**config.mk**
```make
export PLATFORM = sky130hd
export DESIGN_NAME = pong_game_ctrl
export DESIGN_NICKNAME = d
export VERILOG_FILES = /design/src/rtl/pong_game_ctrl.sv
export SDC_FILE = /design/constraint.sdc
export NUM_CORES = 1
export LEC_CHECK = 0
export CAP_MARGIN = 10
export CORE_MARGIN = 3
export CORE_UTILIZATION = 45
export DETAILED_ROUTE_END_ITERATION = 8
export GPL_ROUTABILITY_DRIVEN = 0
export MAX_ROUTING_LAYER = met4
export PLACE_DENSITY = 0.72
export SETUP_SLACK_MARGIN = 0.2
export SLEW_MARGIN = 20
export SYNTH_ARGS = -nofsm -noshare
export SYNTH_HDL_FRONTEND = slang
export SYNTH_SLANG_ARGS = --single-unit
```
**constraint.sdc**
```tcl
create_clock -name clk -period 2.49 [get_ports clk]
set_input_delay 0.249 -clock clk [delete_from_list [all_inputs] [get_ports clk]]
set_output_delay 0.249 -clock clk [all_outputs]
set_load 0.005 [all_outputs]
```
**src/rtl/pong_game_ctrl.sv**
```systemverilog
`default_nettype none
// ============================================================================
// Module   : pong_game_ctrl
// Brief    : Pong game sequencer: FSM, BCD score, balls-left and pause timer.
// Revision : 1.0 - initial release
// ============================================================================
module pong_game_ctrl #(
  parameter int BALLS        = 3,
  parameter int PAUSE_FRAMES = 120
) (
  input  logic       clk,
  input  logic       reset,
  input  logic       refr_tick,
  input  logic       btn_start,
  input  logic       hit,
  input  logic       miss,
  output logic       gra_still,
  output logic       ball_reset,
  output logic       game_over,
  output logic [3:0] dig1,
  output logic [3:0] dig0,
  output logic [1:0] balls_left,
  output logic       timer_zero
);

  localparam logic [1:0] C_BALLS = 2'(BALLS);
  localparam logic [7:0] C_PAUSE = 8'(PAUSE_FRAMES);

  typedef enum logic [1:0] {
    S_NEWGAME = 2'd0,
    S_PLAY    = 2'd1,
    S_NEWBALL = 2'd2,
    S_OVER    = 2'd3
  } state_t;

  state_t     state_q;
  logic       gra_still_q;
  logic       ball_reset_q;
  logic       game_over_q;
  logic [3:0] dig1_q;
  logic [3:0] dig0_q;
  logic [3:0] dig1_d;
  logic [3:0] dig0_d;
  logic [1:0] balls_q;
  logic [7:0] timer_q;
  logic       timer_zero_q;
  logic       start_prev_q;
  logic       start_edge;

  assign start_edge = btn_start & ~start_prev_q;

  // Saturating BCD increment; 99 holds.
  always_comb begin
    dig1_d = dig1_q;
    dig0_d = dig0_q;
    if (dig0_q == 4'd9) begin
      if (dig1_q != 4'd9) begin
        dig0_d = 4'd0;
        dig1_d = dig1_q + 4'd1;
      end
    end else begin
      dig0_d = dig0_q + 4'd1;
    end
  end

  always_ff @(posedge clk or negedge reset) begin
    if (!reset) begin
      state_q      <= S_NEWGAME;
      gra_still_q  <= 1'b1;
      ball_reset_q <= 1'b0;
      game_over_q  <= 1'b0;
      dig1_q       <= 4'd0;
      dig0_q       <= 4'd0;
      balls_q      <= C_BALLS;
      timer_q      <= 8'd0;
      timer_zero_q <= 1'b1;
      start_prev_q <= 1'b1;
    end else begin
      start_prev_q <= btn_start;
      ball_reset_q <= 1'b0;

      // Free-running frame countdown; a load below overrides it.
      if (refr_tick && (timer_q != 8'd0)) begin
        timer_q      <= timer_q - 8'd1;
        timer_zero_q <= (timer_q == 8'd1);
      end

      case (state_q)
        S_NEWGAME: begin
          if (start_edge) begin
            dig1_q       <= 4'd0;
            dig0_q       <= 4'd0;
            balls_q      <= C_BALLS;
            state_q      <= S_PLAY;
            gra_still_q  <= 1'b0;
            ball_reset_q <= 1'b1;
          end
        end
        S_PLAY: begin
          if (miss) begin
            balls_q      <= balls_q - 2'd1;
            gra_still_q  <= 1'b1;
            timer_q      <= C_PAUSE;
            timer_zero_q <= (C_PAUSE == 8'd0);
            if (balls_q == 2'd1) begin
              state_q     <= S_OVER;
              game_over_q <= 1'b1;
            end else begin
              state_q <= S_NEWBALL;
            end
          end else if (hit) begin
            dig1_q <= dig1_d;
            dig0_q <= dig0_d;
          end
        end
        S_NEWBALL: begin
          // Start must see a timer that had already expired.
          if (timer_zero_q && start_edge) begin
            state_q      <= S_PLAY;
            gra_still_q  <= 1'b0;
            ball_reset_q <= 1'b1;
          end
        end
        S_OVER: begin
          if (timer_zero_q) begin
            state_q     <= S_NEWGAME;
            game_over_q <= 1'b0;
          end
        end
        default: state_q <= S_NEWGAME;
      endcase
    end
  end

  assign gra_still  = gra_still_q;
  assign ball_reset = ball_reset_q;
  assign game_over  = game_over_q;
  assign dig1       = dig1_q;
  assign dig0       = dig0_q;
  assign balls_left = balls_q;
  assign timer_zero = timer_zero_q;

endmodule
`default_nettype wire

```
==> results of run 1 <==
## state kept, by name (all words and copies together) (netlist names)
register / cells
timer_q: 8
start_prev_q: 1
state_q: 2
dig0: 4
gra_still: 1
game_over: 1
timer_zero: 1
ball_reset: 1
balls_left: 2
dig1: 4
## cell usage after synthesis, types with 2 or more instances
cell       count
dfrtp_1       20
nor2_1        13
nand2_1       10
o21ai_0        9
ha_1           8
inv_1          8
nor2b_1        7
dfstp_2        5
nand3_1        5
a211oi_1       4
a2bb2oi_1      3
mux2i_1        3
nand2b_1       3
nand3b_1       3
or4_1          3
xnor2_1        3
nor4_1         2
o2bb2ai_1      2
## layout make-up
type,instances,area [um^2]
Fill cell,252,1170
Multi-Input combinational cell,102,711
Sequential cell,25,632
Timing Repair Buffer,23,220
Tap cell,31,38.8
Inverter,8,30.0
Clock buffer,4,26.3
## worst max path at each step
stage	from	endpoint	slack, ns	cells past startpoint
2_1_floorplan	state_q[0]	dig1[0]	0.79	4
3_3_place_gp	btn_start	dig1[0]	0.44	5
3_5_place_dp	btn_start	dig1[0]	0.40	5
4_1_cts	timer_q[0]	timer_q[1]	0.63	7
5_1_grt	timer_q[0]	timer_q[1]	0.38	7
6_report	timer_q[0]	timer_q[1]	0.64	7
## routing by layer
layer / track usage / part of all wire / vias to the layer above
li1: - / - / 542
met1: 0.216 / 0.46 / 535
met2: 0.278 / 0.48 / 34
met3: 0.0440 / 0.062 / 2
met4: 0.0545 / 0.0058 / 0
met5: - / 0 / -
## cells by family (layout without fill, tap and decap cells)
| logic type | count (synthesis) | count (layout) | share of synthesized area |
|---|---|---|---|
| AOI/OAI and AO/OA | 27 | 27 | 0.140 |
| muxes | 5 | 5 | 0.0408 |
| xor gates and xnor gates | 4 | 4 | 0.0254 |
| buffers and inverters | 10 | 35 | 0.0281 |
| DFF | 25 | 25 | 0.457 |
| and+or+nand+nor | 58 | 58 | 0.236 |
| adders and majority gates | 8 | 8 | 0.0725 |
## power groups by stage
stage	Combinational [W]	Sequential [W]	Clock, W
after floorplan	0.000321	0.000651	0
after global placement	0.000473	0.000683	0
after detailed placement	0.000497	0.000695	0
after CTS	0.000499	0.000689	0.000191
after global routing	0.000567	0.000710	0.000205
final	0.000495	0.000692	0.000179
## through the flow
step	total power (W)	hold WS [ns]
3_3_place_gp	0.00116	0.481
2_1_floorplan	0.000972	-0.0466
3_5_place_dp	0.00119	0.497
6_report	0.00137	0.278
5_1_grt	0.00148	0.282
4_1_cts	0.00138	0.277
==> run metrics, run 1 <==
CTS clk-pin slew, worst paths between 0.1 and 0.15 ns; Max-cap violations 0; # IOs 20; P_int around 0.00087 W; Slew Viols, Final 0; worst slack, placed 0.405 ns; RR Startpoint timer_q[0]; share of cells above drive strength 1 0.111; Ys Warns 0; ANT nets after route 0; switching share of power 0.365; synth top area cells dfrtp_1, dfstp_2, ha_1; crit path buf inv count 2; RSZ-0062 raised after global routing no; DR vias 1113; Slowest cell on crit path dfrtp_1; WL final between 2000 and 3000 um; Reg2Reg Depth 7; worst clock skew 0.00418 ns; r2r endpoint timer_q[1]; fin cells ~190; Total GRT Usage 0.174; Worst Path Max Fanout 6; CTS tree done; clock share of power 0.131; Final Hold Fails 0; Synth Cell Area ~1400 um^2; Synth area leader dfrtp_1; critical path class flip-flop to flip-flop; fmax roughly 540 MHz; Antenna Cells 0; FFs w/ async S/R, synth 1.00; most frequent cells in the layout dfrtp_1, clkdlybuf4s50_1, nor2_1, nand2_1, o21ai_0; final worst-path cycle share 0.744; CTS Root Cell clkbuf_4; Net Sw Power between 0.0004 and 0.0005 W; global-route wire length before repair ~4700 um; Num CTS Buffers 3; number of synthesized flops with an enable pin 0; Skew-Pair Late Insertion Delay ~0.31 ns; final setup violation count 0; commonest non-fill, non-tap cell in the layout dfrtp_1; run status finished, final reports clean; worst path cell trace inv_1, ha_1, nor3b_1, buf_4, a21boi_0, nor2_1, a211oi_1; dpl cells ~190; hold_buf cts 0; vias in the first global route roughly 1100; CP Launch Type flip-flop; Crit. End Element flip-flop; placed instance area between 1500 and 2000 um^2; final instance area between 1500 and 2000 um^2; Logic pwr share 0.362; worst reg2reg setup slack roughly 0.64 ns; initial antenna violation count 0; setup total negative slack 0 ns; synth unique cells 44; setup ws final approximately 0.64 ns; Util after Layout 0.586; Initial Util 0.488; Hold Path Class input pin to async pin; post-synthesis cell count between 100 and 150; routed length per placed instance between 10 and 15 um; share of the synthesized area in the top cell type 0.362; worst slew pin tran 0.505 ns; Period minus WS final around 1.9 ns; # DRC 0; crit-path leading delay family compound AO/OA/AOI/OAI gates; worst stage delay on the critical path between 0.4 and 0.5 ns; Post-synth top flop dfrtp_1; Seq/Total Area, Yosys 0.457; Leak ~0.7 nW; DRT Pass-1 Iters 4; average cell area after synthesis just over 10 um^2; Clock Tree Buf Depth 2; area growth from synthesis to layout 20.0%; Die ar. around 3800 um^2; pwr dens a little over 800 nW/um^2; row count 19; Yosys reg bits 25; DIE HEIGHT between 60 and 70 um; Port-buffer cells 19; initial DRC count 28; net count after synthesis 151; Slew HR 0.660; Post-CTS Setup Inserts 0; # resized after CTS 0; hpwl dp ~2100 um; Worst Path Arrival around 2.1 ns; sequential power share 0.506; pin count of the biggest net entering global routing 26; Final #Nets between 150 and 200; VDD IR max roughly 0.00046 V; Die W just over 60 um; vias per cell 5.77; CTS H-tree depth 1; GRT overflow 0; Clock Sink Count 25; Worst Path Required between 2 and 3 ns; Core Area roughly 2800 um^2
No activity file was read; power rests on OpenSTA's default activity.
==> run 2: changes to the inputs <==
==> constraint.sdc (replaced) <==
create_clock -name clk -period 1.8 [get_ports clk]
set_input_delay 0.18 -clock clk [delete_from_list [all_inputs] [get_ports clk]]
set_output_delay 0.18 -clock clk [all_outputs]
set_load 0.005 [all_outputs]
==> run metrics, run 2 (synthesized netlist as in run 1, its figures left out) <==
Hold Path Class input pin to async pin (unchanged); max FFs per register 8 (unchanged); Core Area 2830 um^2 (unchanged); ANT nets after route 0 (unchanged); Die ar. 3770 um^2 (unchanged); placed instance area 1700 um^2 (was 1630 um^2); initial antenna violation count 0 (unchanged); Max-cap violations 0 (unchanged); CP Launch Type flip-flop (unchanged); setup ws final 0.126 ns (was 0.638 ns); WL final 3210 um (was 2780 um); row count 19 (unchanged); vias per cell 5.61 (was 5.77); most frequent cells in the layout buf_4, dfrtp_1, clkdlybuf4s50_1, nor2_1, nand2_1 (was dfrtp_1, clkdlybuf4s50_1, nor2_1, nand2_1, o21ai_0); VDD IR max 0.000724 V (was 0.000458 V); run status finished, final reports clean (unchanged); Port-buffer cells 19 (unchanged); fmax 597 MHz (was 540 MHz); DRT Pass-1 Iters 4 (unchanged); Total GRT Usage 0.200 (was 0.174); CTS H-tree depth 1 (unchanged); RSZ-0062 raised after global routing yes (was no); routed length per placed instance 15.3 um (was 14.4 um); r2r endpoint dig1[0] (was timer_q[1]); vias in the first global route 1151 (was 1102); worst clock skew 0.00474 ns (was 0.00418 ns); CTS Root Cell clkbuf_4 (unchanged); hpwl dp 2240 um (was 2080 um); Slew HR 0.766 (was 0.660); Skew-Pair Late Insertion Delay 0.32 ns (was 0.31 ns); CTS clk-pin slew, worst paths 0.14 ns (was 0.13 ns); Worst Path Max Fanout 3 (was 6); Initial Util 0.488 (unchanged); final setup violation count 0 (unchanged); share of cells above drive strength 1 0.296 (was 0.111); Final Hold Fails 0 (unchanged); RR Startpoint state_q[0] (was timer_q[0]); Num CTS Buffers 3 (unchanged); Util after Layout 0.672 (was 0.586); Worst Path Arrival 1.89 ns (was 2.08 ns); Period minus WS final 1.67 ns (was 1.85 ns); Clock Tree Buf Depth 2 (unchanged); # IOs 20 (unchanged); Leak 0.876 nW (was 0.721 nW); Final #Nets 194 (was 177); final worst-path cycle share 0.930 (was 0.744); Crit. End Element flip-flop (unchanged); global-route wire length before repair 5270 um (was 4720 um); DR vias 1178 (was 1113); area growth from synthesis to layout 37.7% (was 20.0%); GRT overflow 0 (unchanged); Slew Viols, Final 0 (unchanged); hold_buf cts 0 (unchanged); pin count of the biggest net entering global routing 26 (unchanged); initial DRC count 46 (was 28); Die W 61.4 um (unchanged); DIE HEIGHT 61.4 um (unchanged); worst slew pin tran 0.351 ns (was 0.505 ns); Antenna Cells 0 (unchanged); commonest non-fill, non-tap cell in the layout buf_4 (was dfrtp_1); Reg2Reg Depth 4 (was 7); CTS tree done (unchanged); # DRC 0 (unchanged); pwr dens 1130 nW/um^2 (was 824 nW/um^2); worst slack, placed -0.122 ns (was 0.405 ns); Worst Path Required 2.02 ns (was 2.72 ns); setup total negative slack 0 ns (unchanged); largest reg by FF count timer_q (unchanged); Clock Sink Count 25 (unchanged); critical path class flip-flop to flip-flop (unchanged); worst reg2reg setup slack 0.13 ns (was 0.64 ns); final instance area 1900 um^2 (was 1660 um^2)
[run 2: repair_timing]
action	CTS	global route
hold endpoints to repair	0	0
pin swaps	3	3
setup endpoints to repair	15	22
resized for setup	10	17
buffers inserted	7	1
[run 2: per-layer routing]
metal  share of wire  up-vias  global-route usage  routed length [um]
met5               0        -                   -                   0
met4           0.024        0               0.106                  77
met3           0.043        9              0.0419                 139
met2            0.50       30               0.296                1610
met1            0.43      565               0.255                1390
li1                -      574                   -                   -
[run 2: worst max-delay path, cell delays in order (launching register included)]
cell and delay (ns):
dfrtp_1 0.43, or3b_4 0.41, a221oi_4 0.33, nand2_2 0.11, mux2_4 0.30
[run 2: where the power goes]
| part | total [W] | switching (W) | internal [W] |
|---|---|---|---|
| combinational | 0.000955 | 0.000439 | 0.000515 |
| sequential | 0.000933 | 0.000188 | 0.000745 |
| clock | 0.000255 | 0.000171 | 0.0000832 |
| total | 0.00214 | 0.000799 | 0.00134 |
[run 2: worst max-delay path by stage]
stage          cells past startpoint  slack [ns]       to        from
3_3_place_gp                       5       -0.10  dig1[0]   btn_start
6_report                           4        0.13  dig1[0]  state_q[0]
4_1_cts                            4        0.14  dig1[0]  state_q[0]
2_1_floorplan                      4        0.10  dig1[0]  state_q[0]
3_5_place_dp                       5       -0.12  dig1[0]   btn_start
5_1_grt                            4        0.06  dig1[2]  state_q[0]
[run 2: final cells by class]
| type | instances | area (um^2) |
|---|---|---|
| Fill cell | 234 | 927 |
| Multi-Input combinational cell | 102 | 808 |
| Sequential cell | 25 | 633 |
| Timing Repair Buffer | 40 | 364 |
| Tap cell | 31 | 38.8 |
| Inverter | 8 | 30.0 |
| Clock buffer | 3 | 22.5 |
| Clock inverter | 1 | 5.00 |
[run 2: through the flow]
stage                     instances  hold slack (ns)  total power [W]
final                           210            0.201          0.00214
after detailed placement        198            0.489          0.00171
after global placement          198            0.479          0.00165
after floorplan                 137           -0.116          0.00135
after CTS                       209            0.207          0.00208
after global routing            210            0.199          0.00232
==> run 3: changes to the inputs <==
--- a/config.mk
+++ b/config.mk
@@ -6,12 +6,12 @@
 export NUM_CORES = 1
 export LEC_CHECK = 0
 export CAP_MARGIN = 10
-export CORE_MARGIN = 3
 export CORE_UTILIZATION = 45
 export DETAILED_ROUTE_END_ITERATION = 8
 export GPL_ROUTABILITY_DRIVEN = 0
 export MAX_ROUTING_LAYER = met4
 export PLACE_DENSITY = 0.72
+export REMOVE_ABC_BUFFERS = 1
 export SETUP_SLACK_MARGIN = 0.2
 export SLEW_MARGIN = 20
 export SYNTH_ARGS = -nofsm -noshare
==> run metrics, run 3 (synthesized netlist as in run 1, its figures left out) <==
worst stage delay on the critical path 0.42 ns (was 0.43 ns); fin cells 214 (was 210); r2r endpoint dig1[2] (was dig1[0]); Slew HR 0.758 (was 0.766); vias per cell 5.69 (was 5.61); Net Sw Power 0.000861 W (was 0.000799 W); Total GRT Usage 0.224 (was 0.200); RSZ-0062 raised after global routing yes (unchanged); row count 19 (unchanged); worst clock skew 0.00281 ns (was 0.00474 ns); # IOs 20 (unchanged); Num CTS Buffers 3 (unchanged); final instance area 1960 um^2 (was 1900 um^2); switching share of power 0.375 (was 0.373); pin count of the biggest net entering global routing 26 (unchanged); placed instance area 1700 um^2 (about the same); GRT overflow 0 (unchanged); crit-path leading delay family simple AND/OR/NAND/NOR gates (unchanged); Initial Util 0.488 (unchanged); P_int 0.00143 W (was 0.00134 W); CTS tree done (unchanged); Leak 0.861 nW (was 0.876 nW); pwr dens 1170 nW/um^2 (was 1130 nW/um^2); global-route wire length before repair 5500 um (was 5270 um); Period minus WS final 1.68 ns (was 1.67 ns); Port-buffer cells 19 (unchanged); met1 global-route usage 0.305 (was 0.255); Logic pwr share 0.480 (was 0.446); Final #Nets 198 (was 194); area growth from synthesis to layout 41.6% (was 37.7%); vias in the first global route 1180 (was 1151); initial antenna violation count 0 (unchanged); hpwl dp 2250 um (was 2240 um); Clock Sink Count 25 (unchanged); Reg2Reg Depth 4 (unchanged); met2 usage in global routing 0.347 (was 0.296); final setup violation count 0 (unchanged); Worst Path Max Fanout 3 (unchanged); CTS H-tree depth 1 (unchanged); failing checks DRC; commonest non-fill, non-tap cell in the layout buf_4 (unchanged); Worst path depth 4 (unchanged); DRT Pass-1 Iters 6 (was 4); worst slew pin tran 0.362 ns (was 0.351 ns); worst path cell trace or3b_4, a221oi_4, nand3_1, mux2_2 (was or3b_4, a221oi_4, nand2_2, mux2_4); ANT nets after route 0 (unchanged); Die W 57.4 um (was 61.4 um); Clock Tree Buf Depth 2 (unchanged); CTS Root Cell clkbuf_4 (unchanged); Slew Viols, Final 0 (unchanged); run status complete, but fails checks (was finished, final reports clean); DIE HEIGHT 57.4 um (was 61.4 um); Hold Path Class input pin to async pin (unchanged); CP Launch Type flip-flop (unchanged); Worst Path Required 2.02 ns (about the same); Worst Path Arrival 1.90 ns (was 1.89 ns); Final Hold Fails 0 (unchanged); # DRC 1 (was 0); dpl cells 198 (unchanged); Crit. End Element flip-flop (unchanged); Slowest cell on crit path dfrtp_1 (unchanged); critical path class flip-flop to flip-flop (unchanged); routed length per placed instance 16.3 um (was 15.3 um); Antenna Cells 0 (unchanged); sequential power share 0.407 (was 0.436); fmax 596 MHz (was 597 MHz); VDD IR max 0.000770 V (was 0.000724 V); crit path buf inv count 0 (unchanged); CP startpoint state_q[0] (unchanged); max FFs per register 8 (unchanged); Max-cap violations 0 (unchanged); met3 global-route usage 0.0227 (was 0.0419); DR vias 1217 (was 1178); grt peak-use layer met2 (unchanged); most frequent cells in the layout buf_4, dfrtp_1, clkdlybuf4s50_1, nor2_1, nand2_1 (unchanged); initial DRC count 43 (was 46); CTS clk-pin slew, worst paths 0.14 ns (about the same); Skew-Pair Late Insertion Delay 0.32 ns (about the same); Die ar. 3300 um^2 (was 3770 um^2); share of cells above drive strength 1 0.322 (was 0.296); WL final 3490 um (was 3210 um); worst reg2reg setup slack 0.12 ns (was 0.13 ns); final worst-path cycle share 0.933 (was 0.930); largest reg by FF count timer_q (unchanged); clock share of power 0.112 (was 0.119); Core Area 2830 um^2 (unchanged); Setup crit end dig1[2] (was dig1[0]); setup total negative slack 0 ns (unchanged); RR Startpoint state_q[0] (unchanged)
-- run 3: routing by layer --
layer,up-vias,share of wire
met5,-,0
met4,0,0.023
met3,8,0.033
met2,25,0.50
met1,602,0.45
li1,582,-
-- run 3: area by class of cell --
type                       count  area (um^2)
clock buffer                   4         26.3
tap                           31         38.8
sequential                    25          632
timing repair buffer          44          392
inverter                       8         30.0
multi-input combinational    102          837
fill                         221          873
-- run 3: worst register-to-register path: cells and delay by family (launching register included) --
kind             cells  cell delay, ns
multiplexers         1            0.28
AND/OR/NAND/NOR      2            0.54
flip-flops           1            0.42
AO/OA/AOI/OAI        1            0.34
-- run 3: worst min path at each step --
stage / end / from
finish: timer_q[5] / reset
global route: timer_q[5] / reset
CTS: dig1[0] / reset
detailed placement: gra_still / gra_still
global placement: gra_still / gra_still
floorplan: ball_reset / reset
-- run 3: per-stage QoR --
| step | setup slack (ns) | power [W] | utilization | hold slack (ns) |
|---|---|---|---|---|
| 5_1_grt | 0.0715 | 0.00244 | 0.691 | 0.221 |
| 6_report | 0.121 | 0.00229 | 0.691 | 0.196 |
| 2_1_floorplan | -0.0102 | 0.00133 | - | -0.116 |
| 3_5_place_dp | -0.150 | 0.00170 | 0.601 | 0.477 |
| 4_1_cts | 0.121 | 0.00207 | 0.639 | 0.197 |
| 3_3_place_gp | -0.123 | 0.00165 | 0.601 | 0.481 |
-- run 3: timing repair --
action / in CTS / in global routing
hold endpoints to repair: 0 / 0
endpoints found under the setup margin: 16 / 17
hold buffers: 0 / 0
buffers inserted: 7 / 5
resized for setup: 7 / 25
pin swaps: 2 / 11
-- run 3: power by group through the flow --
| stage | Combinational, W | Sequential (W) | Clock [W] |
|---|---|---|---|
| after floorplan | 0.000410 | 0.000924 | 0 |
| final | 0.00110 | 0.000934 | 0.000258 |
| after CTS | 0.000898 | 0.000902 | 0.000266 |
| after global placement | 0.000730 | 0.000920 | 0 |
| after detailed placement | 0.000767 | 0.000930 | 0 |
| after global routing | 0.00121 | 0.000952 | 0.000279 |
